### src/rtl/uart_pkg.sv
// uart_pkg: shared types and constants for the framed UART receiver.
//   parity_t   - parity mode encoding (NONE/EVEN/ODD), matches the PARITY parameter
//   rx_state_t - receiver FSM state encoding
//   MAJ_*      - sample-tick offsets around the bit centre (OVERSAMPLING/2)
//   maj3       - 2-of-3 majority vote
package uart_pkg;

  typedef enum logic [1:0] {
    NONE = 2'd0,
    EVEN = 2'd1,
    ODD  = 2'd2
  } parity_t;

  typedef enum logic [2:0] {
    ST_IDLE,
    ST_START,
    ST_DATA,
    ST_PARITY,
    ST_STOP,
    ST_BREAK_WAIT
  } rx_state_t;

  localparam int MAJ_LO  = -1;
  localparam int MAJ_MID = 0;
  localparam int MAJ_HI  = 1;

  function automatic logic maj3(input logic a, input logic b, input logic c);
    return (a & b) | (a & c) | (b & c);
  endfunction

endpackage

### src/rtl/uart_rx_sampler.sv
// uart_rx_sampler: line synchronizer, oversampling tick counter and 2-of-3 vote.
//   sysclk_in, nrst_in - clock, async active-low reset
//   divpulse_in        - oversampling tick
//   rx_serial_in       - raw serial line
//   cnt_clr_in         - holds the tick counter at 0
//   rx_sync_out        - synchronized line
//   bit_value_out      - majority of the three centre samples (valid at vote/bit strobes)
//   vote_done_out      - strobe on the last centre sample tick (OS/2+1)
//   bit_done_out       - strobe on the last tick of the bit (OS-1)
module uart_rx_sampler
  import uart_pkg::*;
#(
  parameter int OVERSAMPLING = 8
) (
  input  logic sysclk_in,
  input  logic nrst_in,
  input  logic divpulse_in,
  input  logic rx_serial_in,
  input  logic cnt_clr_in,
  output logic rx_sync_out,
  output logic bit_value_out,
  output logic vote_done_out,
  output logic bit_done_out
);

  localparam int CNT_W = $clog2(OVERSAMPLING);
  localparam logic [CNT_W-1:0] T_LO  = CNT_W'(OVERSAMPLING / 2 + MAJ_LO);
  localparam logic [CNT_W-1:0] T_MID = CNT_W'(OVERSAMPLING / 2 + MAJ_MID);
  localparam logic [CNT_W-1:0] T_HI  = CNT_W'(OVERSAMPLING / 2 + MAJ_HI);
  localparam logic [CNT_W-1:0] T_END = CNT_W'(OVERSAMPLING - 1);

  logic sync1_q, sync2_q;
  logic [CNT_W-1:0] cnt_q, cnt_d;
  logic [2:0] smp_q, smp_d;
  logic tick_lo, tick_mid, tick_hi, tick_end;

  always_comb begin
    tick_lo  = divpulse_in && (cnt_q == T_LO);
    tick_mid = divpulse_in && (cnt_q == T_MID);
    tick_hi  = divpulse_in && (cnt_q == T_HI);
    tick_end = divpulse_in && (cnt_q == T_END);

    cnt_d = cnt_q;
    if (cnt_clr_in) begin
      cnt_d = '0;
    end else if (divpulse_in) begin
      cnt_d = tick_end ? '0 : cnt_q + CNT_W'(1);
    end

    smp_d = smp_q;
    if (tick_lo)  smp_d[0] = sync2_q;
    if (tick_mid) smp_d[1] = sync2_q;
    if (tick_hi)  smp_d[2] = sync2_q;
  end

  // The third sample is used live on its own tick so the vote is ready then.
  assign bit_value_out = maj3(smp_q[0], smp_q[1], tick_hi ? sync2_q : smp_q[2]);
  assign vote_done_out = tick_hi;
  assign bit_done_out  = tick_end;
  assign rx_sync_out   = sync2_q;

  always_ff @(posedge sysclk_in or negedge nrst_in) begin
    if (!nrst_in) begin
      sync1_q <= 1'b1;
      sync2_q <= 1'b1;
      cnt_q   <= '0;
      smp_q   <= 3'b111;
    end else begin
      sync1_q <= rx_serial_in;
      sync2_q <= sync1_q;
      cnt_q   <= cnt_d;
      smp_q   <= smp_d;
    end
  end

endmodule

### src/rtl/uart_rx_framed.sv
// uart_rx_framed: oversampling UART receiver with holding register and error flags.
//   sysclk_in, nrst_in      - clock, async active-low reset
//   divpulse_in             - oversampling tick (OVERSAMPLING per bit)
//   rx_serial_in            - serial line, idle high
//   rx_data_out/rx_valid_out/rx_ready_in - holding register and handshake
//   parity_err_out, frame_err_out        - word flags, qualified by rx_valid_out
//   overrun_out, break_out  - one-cycle event pulses
//   busy_out                - FSM not idle
// Optional: UART_RX_BREAK_DETECT_EN enables break detection and BREAK_WAIT.
//
// state         | meaning
// ST_IDLE       | waiting for falling edge, tick counter held at 0
// ST_START      | verifying start bit; majority 1 is a false start
// ST_DATA       | shifting DATA_BITS bits LSB first
// ST_PARITY     | checking parity bit (PARITY != 0 only)
// ST_STOP       | deciding stop bit(s) at the centre vote
// ST_BREAK_WAIT | after a break, waiting for OVERSAMPLING high ticks
module uart_rx_framed
  import uart_pkg::*;
#(
  parameter int OVERSAMPLING = 8,
  parameter int DATA_BITS    = 8,
  parameter int PARITY       = 0,
  parameter int STOP_BITS    = 1
) (
  input  logic                 sysclk_in,
  input  logic                 nrst_in,
  input  logic                 divpulse_in,
  input  logic                 rx_serial_in,
  output logic [DATA_BITS-1:0] rx_data_out,
  output logic                 rx_valid_out,
  input  logic                 rx_ready_in,
  output logic                 parity_err_out,
  output logic                 frame_err_out,
  output logic                 overrun_out,
  output logic                 break_out,
  output logic                 busy_out
);

  localparam parity_t PAR_MODE = parity_t'(PARITY);
  localparam int BIT_W = 4;

  logic rx_sync, bit_value, vote_done, bit_done, cnt_clr, complete;
  rx_state_t state_q, state_d;
  logic prev_q;
  logic [BIT_W-1:0] bit_cnt_q, bit_cnt_d;
  logic stop_cnt_q, stop_cnt_d;
  logic [DATA_BITS-1:0] shift_q, shift_d, data_hold_q, data_hold_d;
  logic zero_q, zero_d, ferr_q, ferr_d, perr_q, perr_d;
  logic valid_q, valid_d, perr_hold_q, perr_hold_d, ferr_hold_q, ferr_hold_d;
  logic overrun_q, overrun_d;
`ifdef UART_RX_BREAK_DETECT_EN
  logic break_q, break_d;
  assign break_out = break_q;
`else
  assign break_out = 1'b0;
`endif

  uart_rx_sampler #(.OVERSAMPLING(OVERSAMPLING)) u_sampler (
    .sysclk_in    (sysclk_in),
    .nrst_in      (nrst_in),
    .divpulse_in  (divpulse_in),
    .rx_serial_in (rx_serial_in),
    .cnt_clr_in   (cnt_clr),
    .rx_sync_out  (rx_sync),
    .bit_value_out(bit_value),
    .vote_done_out(vote_done),
    .bit_done_out (bit_done)
  );

  always_comb begin
    state_d    = state_q;
    bit_cnt_d  = bit_cnt_q;
    stop_cnt_d = stop_cnt_q;
    shift_d    = shift_q;
    zero_d     = zero_q;
    ferr_d     = ferr_q;
    perr_d     = perr_q;
    complete   = 1'b0;
    cnt_clr    = (state_q == ST_IDLE);
`ifdef UART_RX_BREAK_DETECT_EN
    break_d    = 1'b0;
`endif
    case (state_q)
      ST_IDLE: begin
        if (prev_q && !rx_sync) begin
          state_d = ST_START;
          zero_d  = 1'b1;
          ferr_d  = 1'b0;
          perr_d  = 1'b0;
        end
      end
      ST_START: begin
        if (vote_done && bit_value) begin
          state_d = ST_IDLE;
        end else if (bit_done) begin
          state_d   = ST_DATA;
          bit_cnt_d = '0;
        end
      end
      ST_DATA: begin
        if (bit_done) begin
          shift_d = {bit_value, shift_q[DATA_BITS-1:1]};
          if (bit_value) zero_d = 1'b0;
          if (bit_cnt_q == BIT_W'(DATA_BITS - 1)) begin
            stop_cnt_d = 1'b0;
            state_d    = (PAR_MODE == NONE) ? ST_STOP : ST_PARITY;
          end else begin
            bit_cnt_d = bit_cnt_q + BIT_W'(1);
          end
        end
      end
      ST_PARITY: begin
        if (bit_done) begin
          if (bit_value) zero_d = 1'b0;
          // Even: data plus parity bit must have even weight; odd flips the sense.
          perr_d     = (^shift_q) ^ bit_value ^ (PAR_MODE == ODD);
          stop_cnt_d = 1'b0;
          state_d    = ST_STOP;
        end
      end
      ST_STOP: begin
        if (vote_done) begin
          if (!bit_value) ferr_d = 1'b1;
          if (bit_value) zero_d = 1'b0;
          if (stop_cnt_q == 1'(STOP_BITS - 1)) begin
            state_d  = ST_IDLE;
            complete = 1'b1;
`ifdef UART_RX_BREAK_DETECT_EN
            if (zero_q && !bit_value) begin
              state_d  = ST_BREAK_WAIT;
              complete = 1'b0;
              break_d  = 1'b1;
              cnt_clr  = 1'b1;
            end
`endif
          end else begin
            stop_cnt_d = 1'b1;
          end
        end
      end
`ifdef UART_RX_BREAK_DETECT_EN
      ST_BREAK_WAIT: begin
        // Counter restarts on every low sample, so wrap means OS consecutive high ticks.
        cnt_clr = !rx_sync;
        if (bit_done && rx_sync) state_d = ST_IDLE;
      end
`endif
      default: state_d = ST_IDLE;
    endcase

    data_hold_d = data_hold_q;
    perr_hold_d = perr_hold_q;
    ferr_hold_d = ferr_hold_q;
    overrun_d   = 1'b0;
    valid_d     = valid_q && !rx_ready_in;
    if (complete) begin
      if (!valid_q || rx_ready_in) begin
        data_hold_d = shift_q;
        perr_hold_d = (PAR_MODE != NONE) && perr_d;
        ferr_hold_d = ferr_d;
        valid_d     = 1'b1;
      end else begin
        overrun_d = 1'b1;
      end
    end
  end

  always_ff @(posedge sysclk_in or negedge nrst_in) begin
    if (!nrst_in) begin
      state_q     <= ST_IDLE;
      prev_q      <= 1'b1;
      bit_cnt_q   <= '0;
      stop_cnt_q  <= 1'b0;
      shift_q     <= '0;
      zero_q      <= 1'b0;
      ferr_q      <= 1'b0;
      perr_q      <= 1'b0;
      data_hold_q <= '0;
      perr_hold_q <= 1'b0;
      ferr_hold_q <= 1'b0;
      valid_q     <= 1'b0;
      overrun_q   <= 1'b0;
`ifdef UART_RX_BREAK_DETECT_EN
      break_q     <= 1'b0;
`endif
    end else begin
      state_q     <= state_d;
      prev_q      <= rx_sync;
      bit_cnt_q   <= bit_cnt_d;
      stop_cnt_q  <= stop_cnt_d;
      shift_q     <= shift_d;
      zero_q      <= zero_d;
      ferr_q      <= ferr_d;
      perr_q      <= perr_d;
      data_hold_q <= data_hold_d;
      perr_hold_q <= perr_hold_d;
      ferr_hold_q <= ferr_hold_d;
      valid_q     <= valid_d;
      overrun_q   <= overrun_d;
`ifdef UART_RX_BREAK_DETECT_EN
      break_q     <= break_d;
`endif
    end
  end

  assign rx_data_out    = data_hold_q;
  assign rx_valid_out   = valid_q;
  assign parity_err_out = perr_hold_q;
  assign frame_err_out  = ferr_hold_q;
  assign overrun_out    = overrun_q;
  assign busy_out       = (state_q != ST_IDLE);

endmodule
### config.mk
export PLATFORM = sky130hd
export DESIGN_NAME = uart_rx_framed
export DESIGN_NICKNAME = d
export VERILOG_FILES = /design/src/rtl/uart_pkg.sv /design/src/rtl/uart_rx_sampler.sv /design/src/rtl/uart_rx_framed.sv
export SDC_FILE = /design/constraint.sdc
export NUM_CORES = 1
export LEC_CHECK = 0
export CORE_AREA = 8 8 78 80
export DETAILED_ROUTE_END_ITERATION = 10
export DIE_AREA = 0 0 86 88
export PLACE_DENSITY = 0.57
export SLEW_MARGIN = 20
export SYNTH_ARGS = -nofsm -noshare
export SYNTH_HDL_FRONTEND = slang
export SYNTH_HIERARCHICAL = 1
export SYNTH_SLANG_ARGS = --single-unit
### constraint.sdc
create_clock -name sysclk_in -period 3.05 [get_ports sysclk_in]
set_clock_uncertainty 0.1 [all_clocks]
set_input_delay 0.4575 -clock sysclk_in [delete_from_list [all_inputs] [get_ports sysclk_in]]
set_output_delay 0.4575 -clock sysclk_in [all_outputs]
set_load 0.01 [all_outputs]
==> results of run 1 <==
per-layer routing:
metal,up-vias,track usage [%],routed length (microns)
li1,492,-,-
met4,0,4.30,63
met5,-,0,0
met3,6,2.35,113
met1,469,9.24,1340
met2,17,13.0,1280
stage by stage:
stage	hold slack (ns)	std cells	util [%]	total power [W]
after floorplan	0.0619	131	-	0.000900
after global placement	0.248	214	39.2	0.000976
after detailed placement	0.247	214	39.2	0.000995
after CTS	0.257	222	41.4	0.00140
after global routing	0.265	222	41.4	0.00148
final	0.256	222	41.4	0.00138
cell usage in the layout (no fill, tap or decap), types with 2 or more instances in the layout:
cell type	count
dfrtp_1	30
clkdlybuf4s50_1	16
inv_1	10
mux2_4	10
mux2_2	9
ha_1	6
dfstp_2	6
o21ai_0	5
nor2_1	5
nand2_1	5
clkbuf_8	5
nand3_1	4
nor3b_1	3
o211ai_1	3
nor3_1	2
nand2b_1	2
nand3b_1	2
a31oi_1	2
conb_1	2
buf_4	2
a21oi_1	2
layout make-up:
class | count | area [sq um] | share of cell area (%)
Clock buffer | 6 | 72.6 | 3.57
Inverter | 10 | 37.5 | 1.85
Sequential cell | 36 | 908 | 44.6
Timing Repair Buffer | 18 | 175 | 8.61
Multi-Input combinational cell | 80 | 718 | 35.3
Tap cell | 70 | 87.6 | 4.31
Clock inverter | 2 | 35.0 | 1.72
power by group:
| part | switching, W | internal (W) |
|---|---|---|
| sequential | 0.0000779 | 0.000567 |
| clock | 0.000165 | 0.000242 |
| combinational | 0.000160 | 0.000173 |
| total | 0.000402 | 0.000982 |
state kept, by name, summed over array words and instances, names as in the netlist:
register	flops
rx_data_out	8
shift_q	8
bit_cnt_q	4
state_q	3
u_sampler/cnt_q	3
u_sampler/smp_q	3
ferr_q	1
frame_err_out	1
overrun_out	1
prev_q	1
rx_valid_out	1
u_sampler/rx_sync_out	1
u_sampler/sync1_q	1
worst max-delay path, stage by stage:
cell and delay, ns:
clkdlybuf4s50_1 0.59, and3_4 0.27, mux2_4 0.31, maj3_2 0.36, a21bo_2 0.25, o2bb2ai_2 0.20
o211ai_1 0.10
path summary, 6_finish.rpt:
kind | startpoint | end
worst max-delay path | divpulse_in | bit_cnt_q[2]$_DFFE_PN0P_
worst min-delay path | u_sampler/sync1_q$_DFF_PN1_ | u_sampler/rx_sync_out$_DFF_PN1_
worst max register to register | u_sampler/cnt_q[1]$_DFFE_PN0P_ | bit_cnt_q[2]$_DFFE_PN0P_
worst min register to register | u_sampler/sync1_q$_DFF_PN1_ | u_sampler/rx_sync_out$_DFF_PN1_
max in group asynchronous | nrst_in | u_sampler/rx_sync_out$_DFF_PN1_
min in group asynchronous | nrst_in | rx_data_out[1]$_DFFE_PN0P_
Yosys cell counts:
cell,count,area share (%)
and3_1,1,0.37
conb_1,1,0.22
and3_4,1,0.66
mux2_4,10,8.8
and2_2,1,0.44
nand4_1,1,0.37
inv_1,10,2.2
and3b_1,1,0.51
and2b_2,1,0.51
a32oi_1,1,0.51
a21bo_2,1,0.59
nand2b_1,2,0.73
mux2_1,1,0.66
nor3_1,2,0.59
o211ai_1,3,1.3
maj3_2,1,0.66
or3b_2,1,0.51
nor2_1,5,1.1
and4bb_4,1,0.95
o2bb2ai_2,1,0.88
nand3b_1,2,0.88
nand2b_4,1,0.81
mux2_2,9,5.9
a21oi_1,2,0.59
nand3_1,4,1.2
nand2_1,5,1.1
dfrtp_1,30,44
dfstp_2,6,9.2
mux2i_1,1,0.59
and2_1,1,0.37
a31oi_1,2,0.73
nand4bb_4,1,1.6
buf_6,3,2.0
nor3b_1,3,1.3
ha_1,6,4.4
o21ai_0,5,1.5
o2bb2ai_1,1,0.51
buf_4,2,0.88
cell families after synthesis:
family	after synthesis	synth area share [%]
other	1	0.219
buffers and inverters	15	5.05
multiplexers	21	16.0
AO/OA/AOI/OAI	16	6.59
AND/OR/NAND/NOR	34	14.0
flip-flops	36	53.1
adder cells (fa/ha/maj)	7	5.05
==> metrics, run 1 <==
Post-Place Cell Area 0.00193 sq mm; maximum operating frequency 403 MHz; status complete, no violations; wire length of the first global-routing pass 4760 microns; Max VDD drop 0.229 mV; routability cong. approximately 0.71; initial antenna violation count 0; Post-Syn Area 0.00171 sq mm; ANT cells 0; DIE WIDTH ~86 microns; CTS resizes 0; unique cell type count in the Yosys netlist 38; worst endpoint required time 3.11 ns; Root Buffer clkbuf_8; Worst EP arrival about 2.5 ns; DR vias/cell 4.43; drt wl/cell around 13 microns; Remaining DRCs 0; Initial Util about a third; crit start category primary input; min-delay worst type reg2reg; Layout fillers 461; CP Class in2reg; largest net degree at the start of global routing 37; RSZ-0062 raised after global routing false; core area 0.00491 sq mm; vias in the first global route 1013; Port Buffers 16; # hold bufs at CTS 0; Pins Over Slew Limit 0; CTS Buf Count 5; GRT overflow 0; clk_lat worst skew roughly 0.28 ns; Max Cap Violations 0; ratio of cells with drive above 1 in the final layout ~29%; GR Util All Layers under 10%; worst setup margin approximately 0.57 ns; setup_tns 0 ns; # Post-CTS Setup Buffers 0; Hold Vio Cnt, Final 0; fin crit share between 80% and 90%; crit path time final between 2 and 2.5 ns; nature of the critical path endpoint register; CTS Sinks 36; post-layout net count approximately 160; setup slack, reg-to-reg between 0.7 and 0.8 ns; Leak 0.951 nW; H-tree depth 2; Pre-antenna DRT Iters 4; endpoints failing setup 0; die area between 0.007 and 0.008 sq mm; row count 26; Vias between 900 and 1000; Yosys reg bits 36; area delta synth->final 19.0%; post-route cell area 0.00203 sq mm; Clock Path Buffers 2; Synth Instances between 100 and 150; Final ANT Viol Nets 0; register area share after synthesis 53.1%; Hold Crit Depth 0; Die Height between 80 and 90 microns; drt total wl around 2800 microns; pre-CTS setup slack between 0.2 and 0.25 ns; CTS tree done; post-DP HPWL between 1500 and 2000 microns; First DRT Iteration DRCs 32; CP Max Fanout 8; total power divided by cell area 680 mW/mm^2; mean post-synth cell area 13.1 sq um; Synth warnings 6; Top-Level Pins 19; Worst R2R Path Depth 8; clk slew on worst S/H paths ~0.07 ns
No activity file was read; power rests on OpenSTA's default activity.
==> inputs of run 2 (changes only) <==
PLACE_DENSITY = 0.59   (was 0.57)
clock period = 2 ns   (was 3.05 ns; I/O delays follow)
==> run 2 against run 1 <==
Clock power up 31%. Die area unchanged. Register-to-register slack worse by 0.90 ns. Flip-flop and latch count unchanged. Global-route usage up 1.4 points. Routed wire length up 15%. The run now ends with setup timing left. Highest routed layer unchanged. Critical path depth up 1. Cell count up 8.1%. Setup slack worse by 0.70 ns. Sequential power up 51%. Via count up 11%. Total power up 65%.
==> metrics, run 2 (synthesis results as in run 1) <==
setup slack, reg-to-reg -0.13 ns (was 0.77 ns); wire length of the first global-routing pass 5440 microns (was 4760 microns); drt wl/cell 13.5 microns (was 12.6 microns); Die Height 88 microns (unchanged); most common cell after layout, fill and taps aside dfrtp_1 (unchanged); most frequent cells in the layout dfrtp_1, clkdlybuf4s50_1, buf_4, mux2_4, inv_1 (was dfrtp_1, clkdlybuf4s50_1, inv_1, mux2_4, mux2_2); worst setup margin -0.134 ns (was 0.567 ns); row count 26 (unchanged); core area 0.00491 sq mm (unchanged); worst endpoint required time 2.06 ns (was 3.11 ns); CP Max Fanout 4 (was 8); pre-CTS setup slack -0.320 ns (was 0.247 ns); post-DP HPWL 2220 microns (was 2000 microns); Hold Vio Cnt, Final 0 (unchanged); Inst Count DP 226 (was 214); Reg2Reg Launch Point u_sampler/cnt_q[1]$_DFFE_PN0P_ (unchanged); post-layout net count 180 (was 162); post-route cell area 0.00227 sq mm (was 0.00203 sq mm); crit path time final roughly 2.1 ns; CP Class reg2reg (was in2reg); Layout fillers 450 (was 461); Root Buffer clkbuf_8 (unchanged); DR vias/cell 4.55 (was 4.43); total power divided by cell area 1010 mW/mm^2 (was 680 mW/mm^2); clk_lat worst skew 0.29 ns (was 0.28 ns); largest net degree at the start of global routing 37 (unchanged); vias in the first global route 1160 (was 1013); CTS Buf Count 5 (unchanged); ratio of cells with drive above 1 in the final layout 41.8% (was 28.9%); CTS tree done (unchanged); Worst EP arrival 2.19 ns (was 2.54 ns); failing checks setup timing; Max Cap Violations 0 (unchanged); fin cells 240 (was 222); RSZ-0062 raised after global routing true (was false); Pre-antenna DRT Iters 2 (was 4); crit start category register (was primary input); Top-Level Pins 19 (unchanged); Clock Path Buffers 2 (unchanged); met1 Track Usage GR 10.2% (was 9.24%); endpoints failing setup 13 (was 0); crit path capture bit_cnt_q[3]$_DFFE_PN0P_ (was bit_cnt_q[2]$_DFFE_PN0P_); routability cong. 0.729 (was 0.714); ANT cells 0 (unchanged); clk slew on worst S/H paths 0.08 ns (was 0.07 ns); area delta synth->final 32.8% (was 19.0%); M3 GR Usage 3.85% (was 2.35%); Pins Over Slew Limit 0 (unchanged); GRT met2 Usage 15.3% (was 13.0%); DIE WIDTH 86 microns (unchanged); CP Launch Point u_sampler/cnt_q[1]$_DFFE_PN0P_ (was divpulse_in); GRT overflow 0 (unchanged); maximum operating frequency roughly 470 MHz; initial antenna violation count 0 (unchanged); min-delay worst type reg2reg (unchanged); nature of the critical path endpoint register (unchanged); die area 0.00757 sq mm (unchanged); GR peak layer met2 (unchanged); FF-to-FF End bit_cnt_q[3]$_DFFE_PN0P_ (was bit_cnt_q[2]$_DFFE_PN0P_); H-tree depth 2 (unchanged); Final ANT Viol Nets 0 (unchanged); Initial Util 34.8% (unchanged); Worst R2R Path Depth 8 (unchanged); GR Util All Layers 9.34% (was 7.98%); status finished with violations (was complete, no violations); Port Buffers 16 (unchanged); Vias 1092 (was 984); CTS Sinks 36 (unchanged); fin crit share 107%; First DRT Iteration DRCs 28 (was 32); Leak 1.05 nW (was 0.951 nW); drt total wl 3230 microns (was 2800 microns); Max VDD drop 0.458 mV (was 0.229 mV); Pwr Total 0.00229 W (was 0.00138 W); Remaining DRCs 0 (unchanged); Post-Place Cell Area 0.00204 sq mm (was 0.00193 sq mm); setup_tns -1.27 ns (was 0 ns)
==> run 2: where the power goes <==
group	internal (W)	total, W	switching (W)
clock network	0.000280	0.000532	0.000252
logic	0.000424	0.000781	0.000357
registers	0.000864	0.000977	0.000113
==> run 2: final cells by class <==
| type | instances | area [sq um] | share of cell area (%) |
|---|---|---|---|
| Clock inverter | 1 | 7.51 | 0.331 |
| Tap cell | 70 | 87.6 | 3.86 |
| Sequential cell | 36 | 908 | 40.0 |
| Clock buffer | 7 | 86.3 | 3.80 |
| Multi-Input combinational cell | 80 | 805 | 35.4 |
| Inverter | 10 | 37.5 | 1.65 |
| Timing Repair Buffer | 36 | 338 | 14.9 |
==> run 2: critical path, stage by stage, from the launching register on <==
cell and delay, ns:
dfrtp_1 0.39, inv_2 0.08, ha_4 0.12, and3_4 0.19
mux2_4 0.31, maj3_2 0.33, a21bo_4 0.23, o2bb2ai_4 0.14
a31oi_1 0.11
==> run 2: per-layer routing <==
layer / share of wire, % / vias up / wire length (microns)
li1: - / 524 / -
met1: 44 / 545 / 1410
met2: 49 / 16 / 1600
met3: 5.4 / 7 / 173
met4: 1.6 / 0 / 53
met5: 0 / - / 0
==> run 2: worst min path at each step <==
stage                                start                               to  slack, ns  depth (start not counted)
3_3_place_gp   u_sampler/sync1_q$_DFF_PN1_  u_sampler/rx_sync_out$_DFF_PN1_       0.25                          0
4_1_cts        u_sampler/sync1_q$_DFF_PN1_  u_sampler/rx_sync_out$_DFF_PN1_       0.26                          0
5_1_grt        u_sampler/sync1_q$_DFF_PN1_  u_sampler/rx_sync_out$_DFF_PN1_       0.26                          0
2_1_floorplan                      nrst_in         bit_cnt_q[0]$_DFFE_PN0P_       -0.1                          0
3_5_place_dp   u_sampler/sync1_q$_DFF_PN1_  u_sampler/rx_sync_out$_DFF_PN1_       0.25                          0
6_report       u_sampler/sync1_q$_DFF_PN1_  u_sampler/rx_sync_out$_DFF_PN1_       0.26                          0
==> run 2: metrics by stage <==
stage                     utilization (%)  hold WS [ns]
after floorplan                         -       -0.0956
after global placement               41.4         0.248
after detailed placement             41.4         0.250
after CTS                            44.7         0.260
after global routing                 46.2         0.260
final                                46.2         0.257
==> run 2: repair_timing <==
item,CTS,global route
endpoints found under the hold margin,0,0
hold buffers,0,0
endpoints found under the setup margin,7,16
pin swaps,2,7
setup buffers,3,3
gates resized for setup,7,13
